## config.mk

```make
export PLATFORM = sky130hd
export DESIGN_NAME = osc_ctrl_seq
export DESIGN_NICKNAME = d
export VERILOG_FILES = /design/src/rtl/osc_ctrl_pkg.sv /design/src/rtl/osc_ctrl_timer.sv /design/src/rtl/osc_ctrl_seq.sv
export SDC_FILE = /design/constraint.sdc
export NUM_CORES = 1
export LEC_CHECK = 0
export CAP_MARGIN = 20
export CORE_MARGIN = 8
export CORE_UTILIZATION = 35
export DETAILED_ROUTE_END_ITERATION = 8
export GPL_TIMING_DRIVEN = 0
export MAX_ROUTING_LAYER = met4
export SYNTH_ARGS = -nofsm -noshare
export SYNTH_HDL_FRONTEND = slang
export SYNTH_SLANG_ARGS = --single-unit
export TNS_END_PERCENT = 1
```

## constraint.sdc

```tcl
create_clock -name clk -period 1.9 [get_ports clk]
set_clock_uncertainty 0.15 [all_clocks]
set_input_delay 0.38 -clock clk [delete_from_list [all_inputs] [get_ports clk]]
set_output_delay 0.38 -clock clk [all_outputs]
set_load 0.005 [all_outputs]
```

## src/rtl/osc_ctrl_pkg.sv

```systemverilog
// osc_ctrl_pkg: shared types and helpers for the HF oscillator sequencer
//   state_t    : sequencer states
//   DIV_W_DEF  : default HF divider field width
//   timer_w()  : timer width able to hold the longest timed interval
package osc_ctrl_pkg;

    typedef enum logic [2:0] {OFF, STARTUP, RUN, GATE, RECONF, HOLD} state_t;

    localparam int DIV_W_DEF = 8;

    function automatic int timer_w(input int settle, input int gate, input int holdoff);
        int m;
        m = (settle > gate) ? settle : gate;
        m = (holdoff > m) ? holdoff : m;
        return $clog2(m + 1);
    endfunction

endpackage

```

## src/rtl/osc_ctrl_timer.sv

```systemverilog
// osc_ctrl_timer: loadable down-counter shared by all timed sequencer states
//   clk, rst : clock, async active-high reset
//   load     : load value this cycle
//   value    : interval in cycles (0 treated as 1)
//   expired  : 1-cycle pulse, the cycle before the edge that ends the interval
module osc_ctrl_timer #(
    parameter int W = 5
) (
    input  logic         clk,
    input  logic         rst,
    input  logic         load,
    input  logic [W-1:0] value,
    output logic         expired
);

    logic [W-1:0] cnt;

    always_ff @(posedge clk or posedge rst)
        if (rst)
            cnt <= '0;
        else if (load)
            cnt <= (value == '0) ? W'(1) : value;
        else if (cnt != '0)
            cnt <= cnt - W'(1);

    // Loading X at edge n lets the owning state act on expiry at edge n+X.
    assign expired = (cnt == W'(1));

endmodule

```

## src/rtl/osc_ctrl_seq.sv

```systemverilog
// osc_ctrl_seq: HF oscillator sequencer (power-up/settle, glitch-free divider change, power-down)
//   clk, rst    : system clock, async active-high reset
//   req         : per-requester level request
//   grant       : oscillator clock usable by requester i
//   div_req/val : divider change handshake, div_ack pulses when applied and settled
//   osc_en      : OSC_CORE HF enable
//   osc_div     : OSC_CORE HF divider
//   clk_gate_en : downstream clock gate enable
//   busy        : high in STARTUP, GATE, RECONF and HOLD
// Build option OSC_CTRL_HOLDOFF_EN: idle HOLD state delays power-down by HOLDOFF_CYC.
module osc_ctrl_seq
    import osc_ctrl_pkg::*;
#(
    parameter int               N_REQ       = 2,
    parameter int               DIV_W       = DIV_W_DEF,
    parameter logic [DIV_W-1:0] DIV_RESET   = DIV_W'(1),
    parameter int               SETTLE_CYC  = 16,
    parameter int               GATE_CYC    = 4,
    parameter int               HOLDOFF_CYC = 8
) (
    input  logic             clk,
    input  logic             rst,
    input  logic [N_REQ-1:0] req,
    output logic [N_REQ-1:0] grant,
    input  logic             div_req,
    input  logic [DIV_W-1:0] div_val,
    output logic             div_ack,
    output logic             osc_en,
    output logic [DIV_W-1:0] osc_div,
    output logic             clk_gate_en,
    output logic             busy
);

    localparam int TW = timer_w(SETTLE_CYC, GATE_CYC, HOLDOFF_CYC);

    state_t          state;
    logic            expired;
    logic            t_load;
    logic [TW-1:0]   t_val;
    logic            any_req;
    logic            div_pend;
    logic            div_diff;
    logic            to_gate;
    logic            to_hold;

    assign any_req  = |req;
    // An ack in flight closes the handshake; ignore the still-high div_req that cycle.
    assign div_pend = div_req & ~div_ack;
    assign div_diff = (div_val != osc_div);
    assign to_gate  = (state == RUN) & any_req & div_pend & div_diff;
`ifdef OSC_CTRL_HOLDOFF_EN
    assign to_hold  = (state == RUN) & ~any_req;
`else
    assign to_hold  = 1'b0;
`endif

    assign t_load = ((state == OFF) & any_req) | ((state == GATE) & expired) | to_gate | to_hold;
    assign t_val  = to_gate ? TW'(GATE_CYC) : to_hold ? TW'(HOLDOFF_CYC) : TW'(SETTLE_CYC);

    osc_ctrl_timer #(.W(TW)) u_timer (
        .clk     (clk),
        .rst     (rst),
        .load    (t_load),
        .value   (t_val),
        .expired (expired)
    );

    always_ff @(posedge clk or posedge rst) begin
        if (rst) begin
            state       <= OFF;
            osc_en      <= 1'b0;
            osc_div     <= DIV_RESET;
            clk_gate_en <= 1'b0;
            grant       <= '0;
            div_ack     <= 1'b0;
            busy        <= 1'b0;
        end else begin
            div_ack <= 1'b0;
            case (state)
                OFF:
                    // A new request takes priority; a pending divider change is served in RUN.
                    if (any_req) begin
                        state  <= STARTUP;
                        osc_en <= 1'b1;
                        busy   <= 1'b1;
                    end else if (div_pend) begin
                        osc_div <= div_val;
                        div_ack <= 1'b1;
                    end
                STARTUP:
                    if (expired) begin
                        state       <= RUN;
                        clk_gate_en <= 1'b1;
                        busy        <= 1'b0;
                    end
                RUN:
                    if (!any_req) begin
                        grant <= '0;
`ifdef OSC_CTRL_HOLDOFF_EN
                        state <= HOLD;
                        busy  <= 1'b1;
`else
                        state       <= OFF;
                        osc_en      <= 1'b0;
                        clk_gate_en <= 1'b0;
`endif
                    end else if (to_gate) begin
                        state       <= GATE;
                        clk_gate_en <= 1'b0;
                        grant       <= '0;
                        busy        <= 1'b1;
                    end else begin
                        grant   <= req;
                        div_ack <= div_pend;
                    end
                GATE:
                    if (expired) begin
                        state   <= RECONF;
                        osc_div <= div_val;
                    end
                RECONF:
                    if (expired) begin
                        state       <= RUN;
                        clk_gate_en <= 1'b1;
                        div_ack     <= 1'b1;
                        busy        <= 1'b0;
                    end
                HOLD:
                    if (any_req) begin
                        state <= RUN;
                        busy  <= 1'b0;
                    end else if (expired) begin
                        state       <= OFF;
                        osc_en      <= 1'b0;
                        clk_gate_en <= 1'b0;
                        busy        <= 1'b0;
                    end
                default:
                    state <= OFF;
            endcase
        end
    end

endmodule

```

==> results by group <==
Outcome
  • Status: finished, violations left
  • Failing checks: setup timing

Floorplanning
  • Std-Cell Rows: 22
  • DIE AREA: 6200 sq um
  • Initial Util: 0.370
  • Die H: 78.7 um
  • I/O Pins: 27
  • Die Wd: 78.7 um
  • Core area: 3720 sq um

Logic synthesis
  • Average cell area after synthesis: 10.3 sq um
  • Yosys top cell by area: dfrtp_1
  • Most common cell in the synthesized netlist: dfrtp_1
  • Top-area cell type share of the netlist area: 0.382
  • Synthesized flop and latch total: 22
  • Seq/Total Area, Yosys: 0.401
  • Syn nets: roughly 150
  • Mapped Area: ~1400 sq um
  • Top cells by area, synth: dfrtp_1 38%, mux2_4 8.7%, xor2_1 5.7%
  • Most frequent cells after synthesis: 21 x dfrtp_1, 15 x nand2_1, 9 x nor2_1, 9 x xor2_1
  • Cells after synthesis: 133
  • Cell variety after synth: 43
  • Synthesis Warnings: 0
  • Ys async rst share: 1.00
  • Post-synth EDFFs: 0
  • Most used DFF post-synth: dfrtp_1

STA
  • Max-slew headroom: 0.411
  • Worst Tran Pin Value: 882 ps
  • Setup tns final: -109 ps
  • Final setup viols: 7
  • Final Max Slew Viols: 0
  • Top achievable clock speed: 517 MHz
  • Final hold viol count: 0
  • Post-route clock period utilization: 1.02
  • Setup WS post-layout: -35.7 ps
  • Final min period: 1940 ps
  • RSZ-0062 raised after global routing: true

Final layout
  • Non-filler cells, final: 227
  • Nets: 196
  • Filler cell count: about 360
  • P&R area growth vs syn: 41.9%
  • Area of the multi-input gates: 842 sq um
  • Final Core Density: 0.526
  • Ant. Diodes: 0
  • Storage cell area: 552 sq um
  • Layout cells sized above 1: 0.285

Pwr
  • Int Power: 1.68 mW
  • Switching Fraction: 0.364
  • Combinational Power Share: 0.534
  • Share of total power in the clock network: 0.116
  • IR drop worst, VDD: 0.000567 V
  • Tot Pwr: 2.64 mW
  • Reg power frac: 0.351
  • LEAKAGE: just over 0.8 nW
  • Switching pwr: 0.960 mW
  • Pwr dens: 1350 nW/um^2

GRT
  • Antenna violations before repair: 0
  • GRT Total Usage: 0.111
  • Total grt overflow: 0
  • Global-route wire length before repair: 5550 um
  • Vias in the first global route: 1,180
  • Largest net degree at the start of global routing: 23

CTS
  • Deepest clock path buffer count: 2
  • Clock Latency Late Sink: 270 ps
  • CTS clk-pin slew, worst paths: 80 ps
  • H-tree level count: 1
  • Hold-fix buffers, CTS: 0
  • Total CTS buffers: 3
  • Clock tree from TritonCTS: yes
  • Total clock sinks: 22
  • CTS Root Cell: clkbuf_8

Worst setup path
  • Delay-heaviest family, CP: simple AND/OR/NAND/NOR gates
  • CP Class: reg -> reg
  • CP arrival: approximately 2000 ps
  • Req. time, crit path: 1930 ps
  • Critical Path Sink Type: register
  • Crit path cell chain: inv_2, ha_4, or4b_4, buf_4, o211a_1, o32ai_2
  • CP peak stage delay: 500 ps
  • Startpoint types: register
  • Slowest cell on the critical path: or4b_4
  • Worst Path Buf+Inv: 2
  • CP max FO: 5

Route
  • DRC viols: 0
  • Vias/cell: between 5 and 6
  • Antenna Nets Post-Route: 0
  • Final WL: 3250 um
  • Post-DR wirelength/cell: 14.3 um
  • Via count: 1,149
  • DRT Pass-1 Iters: 4
  • Initial DRC Count: 70

Placement
  • Final Wtd Congestion: 0.811
  • Pre-CTS WS: -569 ps
  • Dpl hpwl: 2320 um
  • # port buffers: 26
  • Dpl cells: 207

Hold path
  • Worst hold path type: in -> reg

Job
  • Max-Cap Viols: 0
-- power groups by stage --
stage	combinational, mW	sequential [mW]	clock [mW]
3_3_place_gp	1.22	0.922	0
4_1_cts	1.36	0.925	0.321
5_1_grt	1.54	0.963	0.338
2_1_floorplan	0.799	0.904	0
3_5_place_dp	1.25	0.927	0
6_report	1.41	0.925	0.305
-- final timing paths --
check                               start  slack [ps]    endpoint  cells past startpoint
max reg2reg                u_timer.cnt[1]         -40    state[1]                      6
min in group asynchronous             rst         440  osc_div[5]                      2
max in group asynchronous             rst         610     div_ack                      2
min reg2reg                      grant[0]         340    grant[0]                      2
min                                req[0]         280    grant[0]                      3
max                        u_timer.cnt[1]         -40    state[1]                      6
-- cell usage in the layout, fill, tap and decap left out, types with 2 or more instances in the layout --
cell type        instances
nor3_1                   6
inv_1                    3
clkdlybuf4s50_1         24
ha_1                     2
nand2_1                 15
xnor2_1                  2
o21ai_1                  3
clkbuf_1                 3
a21oi_1                  8
a21oi_4                  2
nor2_1                   8
buf_4                   17
or3_1                    2
dlymetal6s2s_1           2
xor2_1                   9
nand3_1                  3
a211o_1                  2
nand3b_1                 2
a21o_1                   2
mux2_4                   8
dfrtp_1                 21
clkbuf_8                 3
nand3_2                  2
-- routing by layer --
layer  global-route usage  vias up  wire length [um]
li1                     -      564                 -
met1                0.136      541              1520
met2                0.175       39              1490
met3               0.0293        5               203
met4               0.0333        0                38
met5                    -        -                 0
-- cells by family (layout without fill, tap and decap cells) --
kind of cell               Yosys count  in the layout  share of synthesized area
xor gates and xnor gates            11             11                     0.0700
buffers and inverters               10             56                     0.0418
DFF                                 22             22                      0.401
and+or+nand+nor                     54             54                      0.229
adders and majority gates            3              3                     0.0273
AOI/OAI and AO/OA                   25             25                      0.144
muxes                                8              8                     0.0873
-- state kept, by name, indices dropped and copies added (netlist names) --
register / flops
busy: 1
clk_gate_en: 1
div_ack: 1
grant: 2
osc_div: 8
osc_en: 1
state: 3
u_timer.cnt: 5
-- worst register-to-register path, delay by kind of cell, from the launching register on --
kind                       cells  cell delay (ps)
and+or+nand+nor                1              500
DFF                            1              410
AOI/OAI and AO/OA              2              400
buffers and inverters          2              260
adders and majority gates      1              130
-- area by class of cell --
class,count,share of cell area
multi-input cells,101,0.431
flip-flops and latches,22,0.283
repair buffers,43,0.208
well taps,48,0.0307
clock buffers,4,0.0231
plain buffers,5,0.0173
inverters,4,0.00769
-- through the flow --
step / hold WS, ps / area (sq um)
floorplan: 218 / 1400
global placement: 326 / 1720
detailed placement: 338 / 1720
CTS: 358 / 1850
global route: 300 / 1950
finish: 282 / 1950
-- timing repair --
| item | CTS | global route |
|---|---|---|
| resized for setup | 5 | 7 |
| buffers inserted | 7 | 10 |
| endpoints found under the setup margin | 19 | 16 |
| pin swaps | 6 | 5 |
(Power assumes the default switching activity.)
